--- src/rtl/ofm_sched_pkg.sv ---
// Shared definitions for the OFM write scheduler: FSM encoding and beat geometry.
package ofm_sched_pkg;

  // Bytes per accepted output beat (512-bit stream); must be a power of two.
  localparam int unsigned BEAT_BYTES = 64;
  localparam int unsigned BEAT_SHIFT = $clog2(BEAT_BYTES);

  typedef enum logic [2:0] {
    ST_IDLE = 3'd0,
    ST_REQ  = 3'd1,
    ST_XFER = 3'd2,
    ST_NEXT = 3'd3,
    ST_FIN  = 3'd4
  } state_e;

  // Width able to hold ceil(bytes / BEAT_BYTES) for a size_w-bit byte count.
  function automatic int unsigned beat_cnt_w(input int unsigned size_w);
    return size_w - BEAT_SHIFT + 1;
  endfunction

endpackage

--- src/rtl/ofm_beat_tracker.sv ---
// Per-tile beat accounting: counts accepted beats, remembers the write-master
// completion pulse, flags tile completion and detects surplus beats.
module ofm_beat_tracker
  import ofm_sched_pkg::*;
#(
  parameter int unsigned SIZE_W = 32
) (
  input  logic              clk,
  input  logic              rst_n,
  input  logic              i_load,
  input  logic [SIZE_W-1:0] i_tile_bytes,
  input  logic              i_clr,
  input  logic              i_in_xfer,
  input  logic              i_ovf_window,
  input  logic              i_beat_fire,
  input  logic              i_wmst_done,
  output logic              o_complete_c,
  output logic              o_overrun
);

  localparam int unsigned EXP_W = beat_cnt_w(SIZE_W);
  localparam int unsigned SUM_W = SIZE_W + 1;

  logic [EXP_W-1:0] r_expected;
  logic [EXP_W-1:0] r_beat_cnt;
  logic             r_done_seen;
  logic             r_overrun;

  logic [SUM_W-1:0] w_round_up;
  logic [EXP_W-1:0] w_cnt_nxt;
  logic             w_full;
  logic             w_beat_ok;
  logic             w_seen_nxt;
  logic             w_ovf_hit;

  // Extra carry bit so tile_bytes near 2^SIZE_W still rounds up correctly.
  assign w_round_up = SUM_W'(i_tile_bytes) + SUM_W'(BEAT_BYTES - 1);

  assign w_full     = (r_beat_cnt == r_expected);
  assign w_beat_ok  = i_in_xfer & i_beat_fire & ~w_full;
  assign w_cnt_nxt  = r_beat_cnt + EXP_W'(w_beat_ok);
  assign w_seen_nxt = r_done_seen | (i_in_xfer & i_wmst_done);
  assign w_ovf_hit  = i_beat_fire & ((i_in_xfer & w_full) | i_ovf_window);

  // Completion looks through this cycle's beat and done pulse.
  assign o_complete_c = i_in_xfer & (w_cnt_nxt == r_expected) & w_seen_nxt;
  assign o_overrun    = r_overrun;

  always_ff @(posedge clk or negedge rst_n) begin
    if (!rst_n) begin
      r_expected  <= '0;
      r_beat_cnt  <= '0;
      r_done_seen <= 1'b0;
      r_overrun   <= 1'b0;
    end else begin
      if (i_load) begin
        r_expected <= EXP_W'(w_round_up >> BEAT_SHIFT);
      end
      if (i_load || i_clr) begin
        r_beat_cnt  <= '0;
        r_done_seen <= 1'b0;
      end else if (i_in_xfer) begin
        r_beat_cnt  <= w_cnt_nxt;
        r_done_seen <= w_seen_nxt;
      end
      if (i_load) begin
        r_overrun <= 1'b0;
      end else if (w_ovf_hit) begin
        r_overrun <= 1'b1;
      end
    end
  end

endmodule

--- src/rtl/ofm_wr_scheduler.sv ---
// Issues one write-master transfer per OFM tile in order, advancing the
// destination address by a fixed stride once each tile has fully completed.
module ofm_wr_scheduler
  import ofm_sched_pkg::*;
#(
  parameter int unsigned ADDR_W = 64,
  parameter int unsigned SIZE_W = 32,
  parameter int unsigned TILE_W = 16
) (
  input  logic              clk,
  input  logic              rst_n,
  input  logic              start,
  input  logic [ADDR_W-1:0] base_addr,
  input  logic [SIZE_W-1:0] tile_bytes,
  input  logic [ADDR_W-1:0] tile_stride,
  input  logic [TILE_W-1:0] num_tiles,
  input  logic              abort,
  input  logic              beat_fire,
  input  logic              wmst_done,
  output logic              wmst_req,
  output logic [ADDR_W-1:0] wmst_addr,
  output logic [63:0]       wmst_xfer_size,
  output logic [TILE_W-1:0] tile_idx,
  output logic              busy,
  output logic              done,
  output logic              beat_overrun
);

  state_e            r_state;
  logic              r_req;
  logic              r_done;
  logic              r_busy;
  logic [ADDR_W-1:0] r_addr;
  logic [ADDR_W-1:0] r_stride;
  logic [SIZE_W-1:0] r_tile_bytes;
  logic [TILE_W-1:0] r_num_tiles;
  logic [TILE_W-1:0] r_tile_idx;

  logic              w_load;
  logic              w_complete;
  logic              w_in_xfer;
  logic              w_ovf_window;
  logic [TILE_W-1:0] w_idx_nxt;

  assign w_load       = (r_state == ST_IDLE) & start & ~abort;
  assign w_in_xfer    = (r_state == ST_XFER);
  assign w_ovf_window = (r_state == ST_IDLE) | (r_state == ST_REQ) | (r_state == ST_NEXT);
  assign w_idx_nxt    = r_tile_idx + TILE_W'(1);

  ofm_beat_tracker #(
    .SIZE_W (SIZE_W)
  ) u_beat_tracker (
    .clk          (clk),
    .rst_n        (rst_n),
    .i_load       (w_load),
    .i_tile_bytes (tile_bytes),
    .i_clr        (r_state == ST_NEXT),
    .i_in_xfer    (w_in_xfer),
    .i_ovf_window (w_ovf_window),
    .i_beat_fire  (beat_fire),
    .i_wmst_done  (wmst_done),
    .o_complete_c (w_complete),
    .o_overrun    (beat_overrun)
  );

  // Layer sequencer; req/done/busy are registered alongside the state.
  always_ff @(posedge clk or negedge rst_n) begin
    if (!rst_n) begin
      r_state      <= ST_IDLE;
      r_req        <= 1'b0;
      r_done       <= 1'b0;
      r_busy       <= 1'b0;
      r_addr       <= '0;
      r_stride     <= '0;
      r_tile_bytes <= '0;
      r_num_tiles  <= '0;
      r_tile_idx   <= '0;
    end else begin
      r_req  <= 1'b0;
      r_done <= 1'b0;
      if (abort) begin
        r_state <= ST_IDLE;
        r_busy  <= 1'b0;
      end else begin
        case (r_state)
          ST_IDLE: begin
            if (start) begin
              r_addr       <= base_addr;
              r_stride     <= tile_stride;
              r_tile_bytes <= tile_bytes;
              r_num_tiles  <= num_tiles;
              r_tile_idx   <= '0;
              r_busy       <= 1'b1;
              if ((num_tiles == '0) || (tile_bytes == '0)) begin
                r_state <= ST_FIN;
                r_done  <= 1'b1;
              end else begin
                r_state <= ST_REQ;
                r_req   <= 1'b1;
              end
            end
          end
          ST_REQ: begin
            r_state <= ST_XFER;
          end
          ST_XFER: begin
            if (w_complete) begin
              r_state <= ST_NEXT;
            end
          end
          ST_NEXT: begin
            // Stride is accumulated rather than multiplied; wraps mod 2^ADDR_W.
            r_tile_idx <= w_idx_nxt;
            r_addr     <= r_addr + r_stride;
            if (w_idx_nxt == r_num_tiles) begin
              r_state <= ST_FIN;
              r_done  <= 1'b1;
            end else begin
              r_state <= ST_REQ;
              r_req   <= 1'b1;
            end
          end
          ST_FIN: begin
            r_state <= ST_IDLE;
            r_busy  <= 1'b0;
          end
          default: begin
            r_state <= ST_IDLE;
            r_busy  <= 1'b0;
          end
        endcase
      end
    end
  end

  assign wmst_req       = r_req;
  assign done           = r_done;
  assign busy           = r_busy;
  assign wmst_addr      = r_addr;
  assign tile_idx       = r_tile_idx;
  assign wmst_xfer_size = 64'(r_tile_bytes);

endmodule

--- config.mk ---
export PLATFORM = sky130hd
export DESIGN_NAME = ofm_wr_scheduler
export DESIGN_NICKNAME = d
export VERILOG_FILES = /design/src/rtl/ofm_sched_pkg.sv /design/src/rtl/ofm_beat_tracker.sv /design/src/rtl/ofm_wr_scheduler.sv
export SDC_FILE = /design/constraint.sdc
export NUM_CORES = 1
export LEC_CHECK = 0
export ABC_AREA = 1
export CORE_ASPECT_RATIO = 0.8
export CORE_UTILIZATION = 30
export CTS_CLUSTER_SIZE = 8
export DETAILED_ROUTE_END_ITERATION = 10
export SLEW_MARGIN = 10
export SYNTH_ARGS = -nofsm -noshare
export SYNTH_HDL_FRONTEND = slang
export SYNTH_SLANG_ARGS = --single-unit
--- constraint.sdc ---
create_clock -name clk -period 2.7 [get_ports clk]
set_input_delay 0.405 -clock clk [delete_from_list [all_inputs] [get_ports clk]]
set_output_delay 0.405 -clock clk [all_outputs]
set_load 0.03 [all_outputs]
[Word level (Yosys, flattened, before mapping)]
Cells that the tools add are included.
Word-level totals
  register bits after elaboration: 254
  output and inout bits: 148
  input port bits: 182
  logic and storage cells: 84
Cells by class
  equality and inequality tests: 10
  add/subtract/negate cells: 4
  bitwise logic cells: 15
  reduce and logical (&&, ||, !) cells: 13
  muxes and demuxes: 29
Operators by type and width (number)
  $pmux 64 s2: 1
  $add 64x64->64: 1
  $mux 64: 1
  $eq 27x27->1: 2
  $mux 27: 2
  $add 32x6->33 const B: 1
  $logic_not 32->1: 1
  $pmux 16 s2: 1
  $add 27x1->27: 1
  $add 16x1->16 const B: 1
  $eq 16x16->1: 1
  $logic_not 16->1: 1
  $mux 16: 1
  $mux 3: 5
  $mux 1: 14
  $pmux 3 s4: 1
  $and 1x1->1: 9
  $eq 3x2->1 const B: 2
  $ne 3x3->1 const B: 2
  $pmux 1 s2: 3
  $reduce_and 3->1: 2
  $reduce_bool 2->1: 3
  $or 1x1->1: 4
  $reduce_and 2->1: 2
  other kinds (7): 9

[Longest topological paths before layout]
  depth in word-level cells: 10
  depth in mapped cells: 26
  depth with buffers taken out: 26

[By module]
A second synthesis with hierarchy kept.
Unflattened totals
  cell total of the unflattened synthesis: 2756
  area, all modules: 18168.7 µm²
Modules (own cells, without submodules)
  ofm_wr_scheduler: cells each 2138, instances 1, area an instance 13968.4 µm²
  ofm_beat_tracker: cells each 618, instances 1, area an instance 4200.3 µm²

[Worst setup path after synthesis]
Ideal clock, no wire load.
  path type: register -> register
  from: register u_beat_tracker.r_beat_cnt[14] (netlist name)
  to: register r_done (netlist: done)
  path slack: -121 ps
  buffers on the path: 0
  clock period less this slack: 2821 ps
  arrival: 2750 ps
  cell stages (with the launch flop): 24
  setup time: 71 ps
  cell sequence: dfrtp_1 -> xnor2_1 -> nand2_1 -> nor3_1 -> nand3_1 -> nor3_1 -> nand2_1 -> o21ai_0 -> nor3_1 -> ha_1 -> ha_1 -> inv_1 -> nor2_8 -> nand3_4 -> nor2_4 -> nand3_1 -> inv_1 -> nand2_1 -> nand4_1 -> nor2_1 -> nand3_1 -> nand2_1 -> nand2_2 -> nor2_1
RTL lines
  end signal, assigned: line ofm_wr_scheduler.sv:71  | r_done <= 1'b0;
  end signal, assigned: line ofm_wr_scheduler.sv:80  | r_done <= 1'b0;
  end signal, assigned: line ofm_wr_scheduler.sv:96  | r_done <= 1'b1;
  end, declared: line ofm_wr_scheduler.sv:31  | logic r_done;

[Final worst setup path]
  from: register u_beat_tracker.r_expected[26]
  to: register r_state[2]
Between the ends
  longest elaborated chain between the ends: 9
RTL lines
  start, declared: line ofm_beat_tracker.sv:24  | logic [EXP_W-1:0] r_expected;
  start signal, assigned: line ofm_beat_tracker.sv:57  | r_expected <= EXP_W'(w_round_up >> BEAT_SHIFT);
  $eq 27x27->1: line ofm_beat_tracker.sv:39  | assign w_full = (r_beat_cnt == r_expected);
  $not 1->1: line ofm_beat_tracker.sv:40  | assign w_beat_ok = i_in_xfer & i_beat_fire & ~w_full;
  $and 1x1->1: line ofm_beat_tracker.sv:40
  $add 27x1->27: line ofm_beat_tracker.sv:41  | assign w_cnt_nxt = r_beat_cnt + EXP_W'(w_beat_ok);
  $eq 27x27->1 *: line ofm_beat_tracker.sv:46  | assign o_complete_c = i_in_xfer & (w_cnt_nxt == r_expected) & w_seen_nxt;
  $and 1x1->1 * (2 in series): line ofm_beat_tracker.sv:46
  $ne 3x3->1 (no line) *
  $reduce_and 2->1 (no line) *
  end signal, assigned: line ofm_wr_scheduler.sv:69  | r_state <= ST_IDLE;
  end signal, assigned: line ofm_wr_scheduler.sv:82  | r_state <= ST_IDLE;
  end signal, assigned: line ofm_wr_scheduler.sv:95  | r_state <= ST_FIN;
  end, declared: line ofm_wr_scheduler.sv:29  | state_e r_state;
Every way passes the cells marked *; elsewhere a longest branch is shown, timed or not.
A chain may end at the register's enable or synchronous reset.

==> metrics.md <==
| Metric | Value |
|---|---|
| Crit path capture | r_state[2] |
| Initial Util | 30.6% |
| Worst endpoint required time | 3.20 ns |
| Async set-reset flop share out of synthesis | 100% |
| Layout area overhead | 38.2% |
| Global-route wire length before repair | 108 mm |
| R2R depth | 23 |
| Synth cell types | 47 |
| Clock Path Buffers | 3 |
| Final worst path period share | 118% |
| Pwr per Cell Area | 825 nW/um^2 |
| Synthesis Warnings | 0 |
| Fin. Hold Viols | 0 |
| Initial antenna violation count | 4 |
| FF+latch count, synth | 254 |
| Failing checks | setup timing |
| Detail-routed net length per standard cell | 17.9 um |
| # rows | 79 |
| Crit. End Element | flip-flop |
| Number of flops mapped to enable cells by yosys | 0 |
| Mapped Area | 18000 sq um |
| Syn avg cell area | 6.68 sq um |
| Drt total wl | 70.7 mm |
| MaxCap Viol Count | 0 |
| Die Width | 276 um |
| Hold Crit Class | in -> reg |
| Worst slew margin | 41.0% |
| Pin count of the biggest net entering global routing | 74 |
| CTS sink cnt | 254 |
| Die ar. | 60900 sq um |
| Synth top area share | 35.3% |
| Worst Path Arrival | 3.70 ns |
| H-Tree Depth | 2 |
| Status | finished with violations |
| Synth Instances | 2694 |
| Post-DR vias/cell | 4.85 |
| DRC Markers | 0 |
| Clk_skew | 0.0242 ns |
| Total Routing Usage GR | 23.0% |
| Startpoint types | flip-flop |
| Hold WS | 0.373 ns |
| Leakage | 11.8 nW |
| GRT overflow | 0 |
| Proportion of layout cells with a drive suffix above 1 | 11.8% |
| CP max FO | 4 |
| Design area | 24900 sq um |
| WS Path Type | reg -> reg |
| Reg-to-reg endpoint | r_state[2] |
| Max Slew Vio Count | 0 |
| Prevailing post-synth register cell | dfrtp_1 |
| Via Count | 19100 |
| Worst setup margin | -0.497 ns |
| RSZ-0062 raised after global routing | true |
| Most numerous cell in the Yosys netlist | nand2_1 |
| Root Driver | clkbuf_16 |
| Antenna diode count | 0 |
| DR iter-0 viols | 1414 |
| Pre-antenna DRT Iters | 7 |
| Number of port buffers | 297 |
| Dpl hpwl | 55.7 mm |
| Final GP Congestion | 0.973 |
| Clock Latency Late Sink | 0.57 ns |
| Flop2flop setup slack | -0.50 ns |
| Placed inst area | 23000 sq um |
| Synth top cells by count | nand2_1, nor2_1, inv_1 |
| CTS buffer count | 39 |
| Core region area | 58700 sq um |
| Synth area leader | dfrtp_1 |
| Worst slew pin tran | 0.873 ns |
| Seq/Total Area, Yosys | 35.3% |
| CP startpoint | u_beat_tracker.r_expected[26] |
| Total Neg Setup Slack | -2.92 ns |
| Max Clock Freq | 0.313 GHz |
| CTS tree | done |
| Maximum vdd ir drop | 449 uV |
| Post-route ant nets | 0 |
| Number of global-route vias before repair | 18200 |
| Top cells by area, synth | dfrtp_1, nand2_1, nor2_1 |
| Tmin final | 3.20 ns |
| Nets | 3414 |
| Worst-path clk slew | 0.05 ns |
| RR Startpoint | u_beat_tracker.r_expected[26] |
| IO Count | 330 |
| # setup viols final | 13 |
| Fillers | 6148 |
| Die Ht | 221 um |
==> per-layer routing <==
layer | vias to the layer above | GRT usage, % | part of all wire [%]
met3 | 95 | 4.87 | 7.5
met4 | 8 | 5.81 | 2.2
met1 | 8935 | 34.9 | 49
met5 | - | 0 | 0.076
met2 | 582 | 32.4 | 41
li1 | 9499 | - | -
==> worst min-delay path by stage <==
stage | startpoint | to | cells after the start
final | tile_stride[17] | r_stride[17] | 3
after global routing | tile_stride[12] | r_stride[12] | 3
after CTS | tile_stride[13] | r_stride[13] | 3
after detailed placement | rst_n | wmst_addr[51] | 1
after global placement | rst_n | r_stride[22] | 1
after floorplan | rst_n | busy | 0
==> layout by cell type, fill, tap and decap left out, types with 6 or more instances in the layout <==
cell | netlist | layout
clkdlybuf4s50_1 | 0 | 296
o211ai_1 | 17 | 17
dfrtp_1 | 254 | 254
nand2_2 | 7 | 22
clkbuf_16 | 0 | 39
o21ai_1 | 3 | 14
xor2_2 | 0 | 6
nand3_1 | 165 | 154
buf_6 | 0 | 23
nor2_4 | 9 | 12
xor2_1 | 52 | 46
buf_4 | 33 | 166
nand2_1 | 875 | 854
nand2_4 | 1 | 7
o21bai_1 | 13 | 13
buf_12 | 0 | 11
inv_2 | 4 | 6
nor2_2 | 3 | 13
a21oi_1 | 127 | 121
xnor2_1 | 32 | 25
o21a_1 | 7 | 7
ha_1 | 67 | 60
o21ai_0 | 160 | 146
nand3b_1 | 8 | 8
nor4_1 | 14 | 13
a21oi_2 | 0 | 6
xnor2_2 | 1 | 8
nand3_2 | 1 | 11
nor3_1 | 36 | 32
nand4_1 | 42 | 42
nor2_1 | 323 | 310
conb_1 | 1 | 32
inv_1 | 311 | 306
o22ai_1 | 24 | 21
==> worst max-delay path, stage by stage (launching register included) <==
cell and delay (ns):
dfrtp_1 0.41, xor2_2 0.24, inv_1 0.09, nand4_1 0.09
nor3_2 0.05, nand2_1 0.13, o21ai_2 0.09, nor3_2 0.13
ha_2 0.24, buf_6 0.13, ha_4 0.14, inv_4 0.04
nor2_8 0.14, nand3_4 0.13, nor2_4 0.16, nand3_4 0.11
buf_4 0.16, o21ai_1 0.11, nand2_1 0.07, nor2_1 0.10
nand3_1 0.10, nand2_1 0.08, nand2_2 0.06, nor2_1 0.10
==> sequential cells by signal, summed over array words and instances (netlist names), 3 cells and up <==
signal and flops:
r_state 3, u_beat_tracker.r_expected 27, u_beat_tracker.r_beat_cnt 27, r_stride 64, wmst_addr 64, r_num_tiles 16
tile_idx 16, r_tile_bytes 32
==> through the flow <==
step | std cells | power (W) | worst slack [ns] | util [%]
4_1_cts | 3932 | 0.0203 | -0.404 | 41.7
3_3_place_gp | 3868 | 0.0154 | -0.526 | 39.2
3_5_place_dp | 3868 | 0.0154 | -0.561 | 39.2
2_1_floorplan | 2725 | 0.0112 | 0.00453 | -
6_report | 3943 | 0.0205 | -0.497 | 42.3
5_1_grt | 3943 | 0.0219 | -0.712 | 42.3
==> area by class of cell <==
cell class                 count  area, sq um  area share (%)
sequential                   254         6360            25.6
timing repair buffer         498         4710            19.0
clock inverter                 5          105           0.423
multi-input combinational   2056        10500            42.2
clock buffer                  46         1040            4.19
tap                          769          962            3.87
inverter                     315         1190            4.79
==> report_power, final <==
| part | total [W] | internal (W) | switching (W) |
|---|---|---|---|
| Sequential | 0.00546 | 0.00469 | 0.000771 |
| Clock | 0.00474 | 0.00282 | 0.00192 |
| Combinational | 0.0103 | 0.00393 | 0.00638 |
| Total | 0.0205 | 0.0114 | 0.00908 |
==> cells by family (layout without fill, tap and decap cells) <==
kind of cell,after synthesis,count (layout),synth area share [%]
compound gates,372,372,11.3
xor+xnor,87,87,4.43
fa+ha+maj,68,68,4.77
buf+inv,415,864,9.46
flops,254,254,35.3
other cells,1,32,0.0208
simple gates,1497,1497,34.7
==> what timing repair did <==
action	CTS	global route
endpoints found under the setup margin	25	53
gates cloned	0	0
pin swaps	17	28
gates resized for setup	45	85
hold endpoints to repair	53	0
hold buffers	1	0
buffers inserted	12	18
No activity file was read; power rests on OpenSTA's default activity.
